[config.mk]
export PLATFORM = sky130hd
export DESIGN_NAME = connect4_game_ctrl_flat
export DESIGN_NICKNAME = d
export VERILOG_FILES = /design/src/rtl/connect4_game_ctrl_if.sv /design/src/rtl/connect4_game_ctrl.sv /design/src/flat_wrapper.sv
export SDC_FILE = /design/constraint.sdc
export NUM_CORES = 1
export LEC_CHECK = 0
export CAP_MARGIN = 25
export CORE_MARGIN = 8
export CORE_UTILIZATION = 40
export CTS_CLUSTER_SIZE = 20
export DETAILED_ROUTE_END_ITERATION = 16
export GPL_TIMING_DRIVEN = 0
export SLEW_MARGIN = 25
export SYNTH_ARGS = -nofsm -noshare
export SYNTH_HDL_FRONTEND = slang
export SYNTH_SLANG_ARGS = --single-unit
[constraint.sdc]
create_clock -name Clk -period 9.8 [get_ports Clk]
set_input_delay 1.47 -clock Clk [delete_from_list [all_inputs] [get_ports Clk]]
set_output_delay 1.47 -clock Clk [all_outputs]
set_load 0.05 [all_outputs]
[src/rtl/connect4_game_ctrl_if.sv]
// -----------------------------------------------------------------------------
// connect4_game_ctrl_if
//
// Bundles the button inputs and the display-facing outputs of the Connect-4
// game controller.
//
// Button semantics: btn_left / btn_right / btn_drop / btn_start are
// single-cycle, debounced pulses. The controller samples them on the rising
// clock edge and acts on a pulse only in the state where that button means
// something. There is no back-pressure: a pulse that arrives in a state that
// ignores it is lost.
//
// Signals
//   btn_left, btn_right, btn_drop, btn_start : button pulses (master -> slave)
//   board        [41:0] : occupancy, bit 7*row+col, row 0 bottom, col 0 left
//   colors       [41:0] : chip colour per cell, 1 = black, 0 = red
//   selected_col [2:0]  : column of the hovering chip, 0..6
//   player              : current turn, 1 = black, 0 = red
//   game_over           : high while the game has ended
//   winner       [1:0]  : 00 draw, 01 red, 10 black (valid with game_over)
//   start_state         : high while waiting for a game to start
//   end_state           : high while the game has ended
//   state_dbg    [2:0]  : current controller state, for observation only
//
// Modports
//   master : button source / observer side
//   slave  : the game controller
// -----------------------------------------------------------------------------
interface connect4_game_ctrl_if;
    logic        btn_left;
    logic        btn_right;
    logic        btn_drop;
    logic        btn_start;
    logic [41:0] board;
    logic [41:0] colors;
    logic [2:0]  selected_col;
    logic        player;
    logic        game_over;
    logic [1:0]  winner;
    logic        start_state;
    logic        end_state;
    logic [2:0]  state_dbg;

    modport master (
        output btn_left, btn_right, btn_drop, btn_start,
        input  board, colors, selected_col, player, game_over, winner,
        input  start_state, end_state, state_dbg
    );

    modport slave (
        input  btn_left, btn_right, btn_drop, btn_start,
        output board, colors, selected_col, player, game_over, winner,
        output start_state, end_state, state_dbg
    );
endinterface

[src/rtl/connect4_game_ctrl.sv]
// -----------------------------------------------------------------------------
// connect4_game_ctrl
//
// Connect-4 game controller. Owns the 6x7 board and chip colours, the
// selected column, whose turn it is, and the win/draw result. Sequences
// INIT -> PLAY -> DROP -> CHK_H -> CHK_V -> CHK_D1 -> CHK_D2 -> PLAY/END.
// A drop scans the chosen column bottom-up one row per cycle; the four win
// directions are then checked one per cycle around the chip just placed.
//
// Ports
//   Clk   : system clock, all state changes on the rising edge
//   Reset : synchronous, active-high reset
//   bus   : connect4_game_ctrl_if.slave (buttons in, display state out)
//
// Parameters
//   START_COL    : column selected at reset and at every new game (0..6)
//   FIRST_PLAYER : player to move first (0 = red, 1 = black)
// -----------------------------------------------------------------------------
module connect4_game_ctrl #(
    parameter int   START_COL    = 3,
    parameter logic FIRST_PLAYER = 1'b0
) (
    input  logic                  Clk,
    input  logic                  Reset,
    connect4_game_ctrl_if.slave   bus
);

    typedef enum logic [2:0] {
        INIT   = 3'd0,
        PLAY   = 3'd1,
        DROP   = 3'd2,
        CHK_H  = 3'd3,
        CHK_V  = 3'd4,
        CHK_D1 = 3'd5,
        CHK_D2 = 3'd6,
        END    = 3'd7
    } state_t;

    localparam logic [2:0] START_COL_L = 3'(START_COL);

    state_t      state_q, state_d;
    logic [41:0] board_q, board_d;
    logic [41:0] colors_q, colors_d;
    logic [2:0]  sel_q, sel_d;
    logic        player_q, player_d;
    logic [1:0]  winner_q, winner_d;
    logic        game_over_q, game_over_d;
    logic        start_q, start_d;
    logic        end_q, end_d;
    logic [5:0]  move_cnt_q, move_cnt_d;
    logic [2:0]  scan_q, scan_d;
    logic [2:0]  last_row_q, last_row_d;
    logic [2:0]  last_col_q, last_col_d;
    logic        win_flag_q, win_flag_d;

    int          dir_r, dir_c;
    logic        line_hit;
    logic [5:0]  top_idx;
    logic [5:0]  cell_idx;

    // Counts same-colour chips contiguous with (row, col) along +/-(dr, dc),
    // at most three each way, stopping at the board edge or the first gap or
    // foreign chip. Returns 1 when the line including (row, col) reaches 4.
    function automatic logic line_win(
        input logic [41:0] b,
        input logic [41:0] c,
        input logic [2:0]  row,
        input logic [2:0]  col,
        input logic        pc,
        input int          dr,
        input int          dc
    );
        int         cnt;
        int         rp, cp, rn, cn;
        logic       run_pos, run_neg;
        logic [5:0] ip, in_;
        cnt     = 1;
        run_pos = 1'b1;
        run_neg = 1'b1;
        for (int k = 1; k <= 3; k++) begin
            rp  = int'(row) + k * dr;
            cp  = int'(col) + k * dc;
            rn  = int'(row) - k * dr;
            cn  = int'(col) - k * dc;
            ip  = 6'(7 * rp + cp);
            in_ = 6'(7 * rn + cn);
            if (run_pos && rp >= 0 && rp <= 5 && cp >= 0 && cp <= 6 &&
                b[ip] && (c[ip] == pc))
                cnt++;
            else
                run_pos = 1'b0;
            if (run_neg && rn >= 0 && rn <= 5 && cn >= 0 && cn <= 6 &&
                b[in_] && (c[in_] == pc))
                cnt++;
            else
                run_neg = 1'b0;
        end
        return (cnt >= 4);
    endfunction

    always_comb begin
        state_d    = state_q;
        board_d    = board_q;
        colors_d   = colors_q;
        sel_d      = sel_q;
        player_d   = player_q;
        winner_d   = winner_q;
        move_cnt_d = move_cnt_q;
        scan_d     = scan_q;
        last_row_d = last_row_q;
        last_col_d = last_col_q;
        win_flag_d = win_flag_q;
        dir_r      = 0;
        dir_c      = 0;

        top_idx  = 6'd35 + {3'b000, sel_q};
        cell_idx = 6'(scan_q) * 6'd7 + {3'b000, sel_q};

        // Direction examined by the current check state. CHK_D2 runs
        // up-left, expressed as (+1, -1).
        case (state_q)
            CHK_H:   begin dir_r = 0; dir_c = 1;  end
            CHK_V:   begin dir_r = 1; dir_c = 0;  end
            CHK_D1:  begin dir_r = 1; dir_c = 1;  end
            CHK_D2:  begin dir_r = 1; dir_c = -1; end
            default: begin dir_r = 0; dir_c = 0;  end
        endcase
        line_hit = line_win(board_q, colors_q, last_row_q, last_col_q,
                            player_q, dir_r, dir_c);

        case (state_q)
            INIT: begin
                if (bus.btn_start)
                    state_d = PLAY;
            end

            PLAY: begin
                if (bus.btn_drop) begin
                    // Drop wins over movement; a full column swallows it.
                    if (!board_q[top_idx]) begin
                        state_d    = DROP;
                        scan_d     = 3'd0;
                        win_flag_d = 1'b0;
                    end
                end else if (bus.btn_left && bus.btn_right) begin
                    sel_d = sel_q;
                end else if (bus.btn_left) begin
                    if (sel_q != 3'd0)
                        sel_d = sel_q - 3'd1;
                end else if (bus.btn_right) begin
                    if (sel_q != 3'd6)
                        sel_d = sel_q + 3'd1;
                end
            end

            DROP: begin
                if (!board_q[cell_idx]) begin
                    board_d[cell_idx]  = 1'b1;
                    colors_d[cell_idx] = player_q;
                    last_row_d         = scan_q;
                    last_col_d         = sel_q;
                    move_cnt_d         = move_cnt_q + 6'd1;
                    state_d            = CHK_H;
                end else begin
                    scan_d = scan_q + 3'd1;
                end
            end

            CHK_H: begin
                if (line_hit) win_flag_d = 1'b1;
                state_d = CHK_V;
            end

            CHK_V: begin
                if (line_hit) win_flag_d = 1'b1;
                state_d = CHK_D1;
            end

            CHK_D1: begin
                if (line_hit) win_flag_d = 1'b1;
                state_d = CHK_D2;
            end

            CHK_D2: begin
                // Last direction is folded in directly so the decision
                // does not need an extra cycle.
                if (win_flag_q || line_hit) begin
                    win_flag_d = 1'b1;
                    winner_d   = player_q ? 2'b10 : 2'b01;
                    state_d    = END;
                end else if (move_cnt_q == 6'd42) begin
                    winner_d = 2'b00;
                    state_d  = END;
                end else begin
                    player_d = ~player_q;
                    state_d  = PLAY;
                end
            end

            END: begin
                if (bus.btn_start) begin
                    state_d    = INIT;
                    board_d    = '0;
                    colors_d   = '0;
                    player_d   = FIRST_PLAYER;
                    sel_d      = START_COL_L;
                    winner_d   = 2'b00;
                    move_cnt_d = 6'd0;
                    win_flag_d = 1'b0;
                end
            end

            default: state_d = INIT;
        endcase

        game_over_d = (state_d == END);
        end_d       = (state_d == END);
        start_d     = (state_d == INIT);
    end

    always_ff @(posedge Clk) begin
        if (Reset) begin
            state_q     <= INIT;
            board_q     <= '0;
            colors_q    <= '0;
            sel_q       <= START_COL_L;
            player_q    <= FIRST_PLAYER;
            winner_q    <= 2'b00;
            game_over_q <= 1'b0;
            start_q     <= 1'b1;
            end_q       <= 1'b0;
            move_cnt_q  <= 6'd0;
            scan_q      <= 3'd0;
            last_row_q  <= 3'd0;
            last_col_q  <= 3'd0;
            win_flag_q  <= 1'b0;
        end else begin
            state_q     <= state_d;
            board_q     <= board_d;
            colors_q    <= colors_d;
            sel_q       <= sel_d;
            player_q    <= player_d;
            winner_q    <= winner_d;
            game_over_q <= game_over_d;
            start_q     <= start_d;
            end_q       <= end_d;
            move_cnt_q  <= move_cnt_d;
            scan_q      <= scan_d;
            last_row_q  <= last_row_d;
            last_col_q  <= last_col_d;
            win_flag_q  <= win_flag_d;
        end
    end

    assign bus.board        = board_q;
    assign bus.colors       = colors_q;
    assign bus.selected_col = sel_q;
    assign bus.player       = player_q;
    assign bus.winner       = winner_q;
    assign bus.game_over    = game_over_q;
    assign bus.start_state  = start_q;
    assign bus.end_state    = end_q;
    assign bus.state_dbg    = state_q;

endmodule

[src/flat_wrapper.sv]
// flat-port wrapper written by rule: the top's interface ports become plain ports
module connect4_game_ctrl_flat 
#(
    parameter int   START_COL    = 3,
    parameter logic FIRST_PLAYER = 1'b0
)
  (Clk, Reset, bus_btn_left, bus_btn_right, bus_btn_drop, bus_btn_start, bus_board, bus_colors, bus_selected_col, bus_player, bus_game_over, bus_winner, bus_start_state, bus_end_state, bus_state_dbg);
  connect4_game_ctrl_if bus_i ();
  input  logic Clk;
  input  logic Reset;
  input wire logic [$bits(bus_i.btn_left)-1:0] bus_btn_left;
  input wire logic [$bits(bus_i.btn_right)-1:0] bus_btn_right;
  input wire logic [$bits(bus_i.btn_drop)-1:0] bus_btn_drop;
  input wire logic [$bits(bus_i.btn_start)-1:0] bus_btn_start;
  output wire logic [$bits(bus_i.board)-1:0] bus_board;
  output wire logic [$bits(bus_i.colors)-1:0] bus_colors;
  output wire logic [$bits(bus_i.selected_col)-1:0] bus_selected_col;
  output wire logic [$bits(bus_i.player)-1:0] bus_player;
  output wire logic [$bits(bus_i.game_over)-1:0] bus_game_over;
  output wire logic [$bits(bus_i.winner)-1:0] bus_winner;
  output wire logic [$bits(bus_i.start_state)-1:0] bus_start_state;
  output wire logic [$bits(bus_i.end_state)-1:0] bus_end_state;
  output wire logic [$bits(bus_i.state_dbg)-1:0] bus_state_dbg;
  assign bus_i.btn_left = bus_btn_left;
  assign bus_i.btn_right = bus_btn_right;
  assign bus_i.btn_drop = bus_btn_drop;
  assign bus_i.btn_start = bus_btn_start;
  assign bus_board = bus_i.board;
  assign bus_colors = bus_i.colors;
  assign bus_selected_col = bus_i.selected_col;
  assign bus_player = bus_i.player;
  assign bus_game_over = bus_i.game_over;
  assign bus_winner = bus_i.winner;
  assign bus_start_state = bus_i.start_state;
  assign bus_end_state = bus_i.end_state;
  assign bus_state_dbg = bus_i.state_dbg;
  connect4_game_ctrl #(.START_COL(START_COL), .FIRST_PLAYER(FIRST_PLAYER)) u_core (.Clk(Clk), .Reset(Reset), .bus(bus_i));
endmodule
==> results.tsv, run 1 <==
metric	value	unit
layout_min_cycle_time	9.34	ns
wl_met2	25.4	mm
die-area	41800	um2
status	finished, final reports clean	
dpl_cell_area	15800	um2
critPathKind	register to register	
irDropWorstVdd	0.133	mV
synth_fp_nets	1731	
cp_slowest_stage_delay	0.58	ns
area_growth	13.8	%
seq_area_frac_synth	15.7	%
fill_cells	3456	
path_clk_slew	0.07	ns
crit_path_end_kind	register	
crit_top_cell	ha_1	
clock_sinks	111	
die_h	204	um
synth_area_per_cell	9.23	um2
drt_iter0_drc	1252	
wl_met3	4.77	mm
report.final.slew_viol_count	0	
cts_tree	done	
fin_skew	0.00710	ns
cp_max_fo	22	
gp_congestion	0.967	
core_region_area	35200	um2
antenna_found_initial	0	
arrival	9.65	ns
drive_gt1_share	12.4	%
nNetsFinal	1840	
routedWlPerCell	25.7	um
initial_core_util	40.3	%
yosysTopAreaCell	mux4_2	
track_usage	25.7	%
cap_violations	0	
drt_pass1_iterations	5	
synth_edf_count	0	
power_density	103	nW/um2
synth_seq_cells	111	
hold_path.class	register to register	
top_layer_used	met4	
clk_latency	0.37	ns
setup_tns	0	ns
syn-cell-area	14200	um2
grt_pass1_vias	13300	
multi_input_area	11000	um2
post-route-util	45.9	%
critPathSlowestCell	or4_1	
ys_top_cells_by_area	mux4_2 (19%), dfxtp_1 (16%), ha_1 (13%)	
grt_pass1_wl	82.2	mm
cts_hold_buf	0	
post-route-cell-area	16200	um2
drc	0	
viasPerCell	6.32	
hpwl	42.1	mm
wl_met1	21.1	mm
grt_max_degree	23	
worst_pin_slew	1.07	ns
io_pins	102	
root_buffer	clkbuf_16	
gr-total-overflow	0	
async_flop_share	0	%
port_buffers	99	
fmax	0.107	GHz
power_leakage	6.42	nW
postRouteAntennaNets	0	
routed_wirelength	54.3	mm
synth_ff_type	dfxtp_1	
finalSetupViolations	0	
timing.final.crit_share	95.3	%
die_x	204	um
clk_path_buf_depth	2	
antenna_cells	0	
row_count	69	
seq_area	2220	um2
cts-htree-levels	3	
hold_viol_final	0	
ys_warn_count	0	
synth_top_area_share	18.6	%
vias	13300	
numCtsBuffers	9	
crit_path_start_kind	register	
relSlewSlack	28.6	%
worst-endpoint-required	10.12	ns
yosysUniqueCellTypes	81	
syn_inst	1537	
whs	0.492	ns
==> Yosys cell counts (5+ instances only) <==
cell / n
a211o_1: 5
a211oi_1: 7
a21o_1: 13
a21oi_1: 138
a221oi_1: 5
a22oi_1: 6
a31oi_1: 7
a32oi_1: 6
and2_1: 5
and3_1: 14
buf_2: 15
buf_4: 8
clkbuf_1: 65
dfxtp_1: 111
fa_1: 46
ha_1: 142
inv_1: 150
mux2_2: 8
mux2i_1: 52
mux4_1: 7
mux4_2: 117
nand2_1: 83
nand2b_1: 8
nand3_1: 73
nand3b_1: 9
nand4_1: 9
nand4b_1: 7
nor2_1: 112
nor2b_1: 11
nor3_1: 29
nor4_1: 9
o2111ai_1: 8
o211ai_1: 41
o21a_1: 5
o21ai_0: 35
o22ai_1: 10
o31ai_1: 7
or2_2: 9
or3_1: 5
or4b_2: 5
xnor2_1: 38
xor2_1: 30
==> where the power goes <==
group / leakage (nW) / total (mW) / switching [mW] / internal [mW]
registers: 0.895 / 0.466 / 0.0104 / 0.456
clock network: 0.173 / 0.443 / 0.184 / 0.258
logic: 5.35 / 0.753 / 0.481 / 0.272
total: 6.42 / 1.66 / 0.675 / 0.986
==> critical path, delay by kind of cell (launching register included) <==
| family | cells | cell delay [ns] |
|---|---|---|
| xor gates and xnor gates | 4 | 1.00 |
| and+or+nand+nor | 4 | 1.30 |
| AOI/OAI and AO/OA | 7 | 1.52 |
| adders and majority gates | 8 | 3.09 |
| buffers and inverters | 7 | 1.73 |
| muxes | 1 | 0.28 |
| DFF | 1 | 0.31 |
==> layer usage <==
layer,GRT usage [%],up-vias
met3,4.91,148
met5,0,-
met2,41.8,715
li1,-,5912
met4,14.4,0
met1,31.9,6574
==> metrics by stage <==
| stage | power (mW) | worst slack, ns | cells |
|---|---|---|---|
| global placement | 1.21 | -1.15 | 2097 |
| finish | 1.66 | 0.464 | 2112 |
| CTS | 1.66 | 0.00304 | 2113 |
| global route | 1.74 | -0.000552 | 2112 |
| floorplan | 1.00 | 0.988 | 1537 |
| detailed placement | 1.22 | -1.30 | 2098 |
==> cell families (layout without fill, tap and decap cells) <==
family,count (synthesis),in the layout,share of synthesized area [%]
flip-flops,111,111,15.7
multiplexers,184,184,24.2
buffers and inverters,244,358,6.96
AO/OA/AOI/OAI,326,326,14.8
AND/OR/NAND/NOR,412,412,14.5
XOR/XNOR,72,72,4.83
adder cells (fa/ha/maj),188,188,19.0
==> final timing paths <==
| path | from | endpoint | slack [ns] | depth (start not counted) |
|---|---|---|---|---|
| worst min register to register | u_core.move_cnt_q[5]$_SDFFE_PP0P_ | u_core.move_cnt_q[5]$_SDFFE_PP0P_ | 0.49 | 2 |
| worst max register to register | u_core.bus.state_dbg[0]$_SDFF_PP0_ | u_core.bus.player$_SDFFE_PP0P_ | 0.46 | 31 |
| worst min-delay path | u_core.move_cnt_q[5]$_SDFFE_PP0P_ | u_core.move_cnt_q[5]$_SDFFE_PP0P_ | 0.49 | 2 |
| worst max-delay path | u_core.bus.state_dbg[0]$_SDFF_PP0_ | u_core.bus.player$_SDFFE_PP0P_ | 0.46 | 31 |
==> placed cells by master (no fill, tap or decap), drive strengths merged, types with 8 or more instances in the layout <==
cell           count
inv              153
ha               142
a21oi            138
mux4             124
nor2             112
dfxtp            111
clkdlybuf4s50     99
nand2             84
clkbuf            74
nand3             73
mux2i             52
fa                46
o211ai            41
xnor2             38
o21ai             35
xor2              32
nor3              30
buf               28
and3              14
a21o              13
nor2b             11
o22ai             10
nor4              10
nand4              9
or2                9
nand3b             9
nand2b             8
o2111ai            8
mux2               8
==> area by class of cell <==
class | instances | area share, %
clock inverter | 6 | 0.697
buffer | 91 | 2.60
inverter | 151 | 3.51
multi-input combinational | 1182 | 68.2
tap | 461 | 3.57
clock buffer | 10 | 1.48
sequential | 111 | 13.8
timing repair buffer | 100 | 6.18
==> sequential cells by signal, summed over array words and instances (netlist names), 2 cells and up <==
register                 flops
u_core.bus.board            42
u_core.bus.colors           42
u_core.move_cnt_q            6
u_core.bus.selected_col      3
u_core.bus.state_dbg         3
u_core.last_col_q            3
u_core.last_row_q            3
u_core.scan_q                3
u_core.bus.winner            2
==> timing repair <==
item,4_1_cts,5_1_grt
setup endpoints to repair,7,7
resized for setup,7,4
buffers inserted,0,0
Power figures use the tool's default switching activity.
==> run 2: changes to the inputs <==
--- a/config.mk
+++ b/config.mk
@@ -9,3 +9,3 @@
 export CORE_MARGIN = 8
-export CORE_UTILIZATION = 40
+export CORE_UTILIZATION = 62
 export CTS_CLUSTER_SIZE = 20
@@ -13,3 +13,3 @@
 export GPL_TIMING_DRIVEN = 0
-export SLEW_MARGIN = 25
+export PLACE_DENSITY = 0.84
 export SYNTH_ARGS = -nofsm -noshare
==> constraint.sdc (replaced) <==
create_clock -name Clk -period 9.8 [get_ports Clk]
set_input_delay 1.96 -clock Clk [delete_from_list [all_inputs] [get_ports Clk]]
set_output_delay 1.96 -clock Clk [all_outputs]
set_load 0.05 [all_outputs]
==> run 2 against run 1 <==
  * Sequential share of layout area up 0.26 points
  * First-iteration DRC count up 52%
  * Non-clock buffer count down 1
  * Clock skew up 0.0095 ns
  * Combinational power about the same
  * Critical path type unchanged
  * Cell count down 8.4%
  * Critical path depth down 1
  * Power down 4.1%
==> results.tsv, run 2 (synthesized netlist as in run 1, its figures left out) <==
metric	value	unit	change
clock_sinks	111		unchanged
crit_buf_inv	7		unchanged
fin_ws	0.452	ns	-0.0119 ns
drc	0		unchanged
row_count	55		-20%
gp_congestion	1.05		+8.5%
power_leakage	6.37	nW	-0.74%
cts_hold_buf	0		unchanged
viasPerCell	7.18		+14%
fin_cells	1935		-8.4%
status	finished, final reports clean		
fmax	0.107	GHz	-0.13%
crit_path_end_kind	register		
finalSetupViolations	0		unchanged
drt_pass1_iterations	6		+1
report.final.slew_viol_count	0		unchanged
rsz0062_at_grt	no		
cts_resized	6		-1
die-area	28000	um2	-33%
initial_core_util	62.9	%	+23 points
grt_max_degree	23		unchanged
cts_tree	done		
worst-endpoint-required	10.06	ns	-0.06 ns
antenna_found_initial	0		unchanged
die_x	167	um	-18%
irDropWorstVdd	0.0913	mV	-31%
setup_tns	0	ns	unchanged
drive_gt1_share	12.5	%	+0.068 points
fill_cells	1757		-49%
antenna_cells	0		unchanged
area_growth	11.7	%	
io_pins	102		unchanged
critPathKind	register to register		
postRouteAntennaNets	0		unchanged
cp_slowest_stage_delay	0.61	ns	+0.03 ns
cap_violations	0		unchanged
relSlewSlack	24.4	%	-4.3 points
clk_path_buf_depth	2		unchanged
vias	13900		+4.1%
crit_path_start_kind	register		
routedWlPerCell	27.5	um	+6.9%
drt_iter0_drc	1904		+52%
cpLargestDelayFamily	adder cells		
crit_top_cell	ha_1		
worst_pin_slew	1.13	ns	+0.0593 ns
nNetsFinal	1839		-0.054%
power_density	100	nW/um2	-2.3%
hpwl	40.1	mm	-4.7%
die_h	167	um	-18%
cts-htree-levels	3		unchanged
grt_pass1_wl	80.8	mm	-1.7%
layout_common_cells	inv_1 (150), ha_1 (141), a21oi_1 (137)		
port_buffers	99		unchanged
hold_path.class	register to register		
path_clk_slew	0.09	ns	+0.02 ns
routed_wirelength	53.2	mm	-2.0%
hold_viol_final	0		unchanged
clk_latency	0.36	ns	about the same
postCtsSetupBuffers	0		unchanged
track_usage	37.4	%	+12 points
place_inst	1921		-8.4%
layout_min_cycle_time	9.35	ns	+0.0119 ns
core_region_area	22600	um2	-36%
root_buffer	clkbuf_16		
final_common_cell	inv_1		
critPathSlowestCell	or4_1		
fin_skew	0.0166	ns	+0.00950 ns
place_ws	-1.19	ns	+0.117 ns
arrival	9.61	ns	-0.04 ns
grt_pass1_vias	13900		+4.4%
cp_max_fo	22		unchanged
timing.final.crit_share	95.4	%	+0.12 points
numCtsBuffers	9		unchanged
gr-total-overflow	0		unchanged
==> run 2: power by group <==
part	internal, mW	switching, mW
Combinational	0.272	0.478
Sequential	0.456	0.0108
Clock	0.179	0.197
==> run 2: worst min-delay path, cell delays in order, from the launching register on <==
cell and delay, ns:
dfxtp_1 0.32, o21ai_0 0.07, a21oi_1 0.06
==> run 2: final timing paths <==
check / startpoint / to / cells past startpoint / slack, ns
worst max-delay path: u_core.bus.state_dbg[0]$_SDFF_PP0_ / u_core.bus.state_dbg[1]$_SDFF_PP0_ / 30 / 0.45
worst min-delay path: u_core.move_cnt_q[5]$_SDFFE_PP0P_ / u_core.move_cnt_q[5]$_SDFFE_PP0P_ / 2 / 0.50
worst max register to register: u_core.bus.state_dbg[0]$_SDFF_PP0_ / u_core.bus.state_dbg[1]$_SDFF_PP0_ / 30 / 0.45
worst min register to register: u_core.move_cnt_q[5]$_SDFFE_PP0P_ / u_core.move_cnt_q[5]$_SDFFE_PP0P_ / 2 / 0.50
==> run 2: metrics by stage <==
stage	area [um2]	hold WS [ns]	util (%)	total power [mW]
floorplan	14200	0.458	-	1.00
global placement	15500	0.477	68.8	1.19
detailed placement	15500	0.482	68.9	1.20
CTS	15800	0.497	70.2	1.57
global route	15900	0.536	70.2	1.66
finish	15900	0.496	70.2	1.59
==> run 2: cell type report <==
class | instances | area (um2) | share of cell area (%)
Inverter | 151 | 567 | 3.57
Clock inverter | 7 | 66.3 | 0.418
Tap cell | 285 | 357 | 2.25
Multi-Input combinational cell | 1182 | 11000 | 69.4
Sequential cell | 111 | 2220 | 14.0
Buffer | 90 | 415 | 2.62
Timing Repair Buffer | 100 | 996 | 6.28
Clock buffer | 9 | 225 | 1.42
==> run 2: layer usage <==
layer  share of wire, %  routed length (um)  global-route usage, %  up-vias
met3                 13                6650                   9.50      348
met2                 44               23700                   58.6     1118
li1                   -                   -                      -     5912
met1                 34               18200                   43.8     6516
met5               0.14                  72                   1.99        -
met4                8.7                4620                   27.6        2
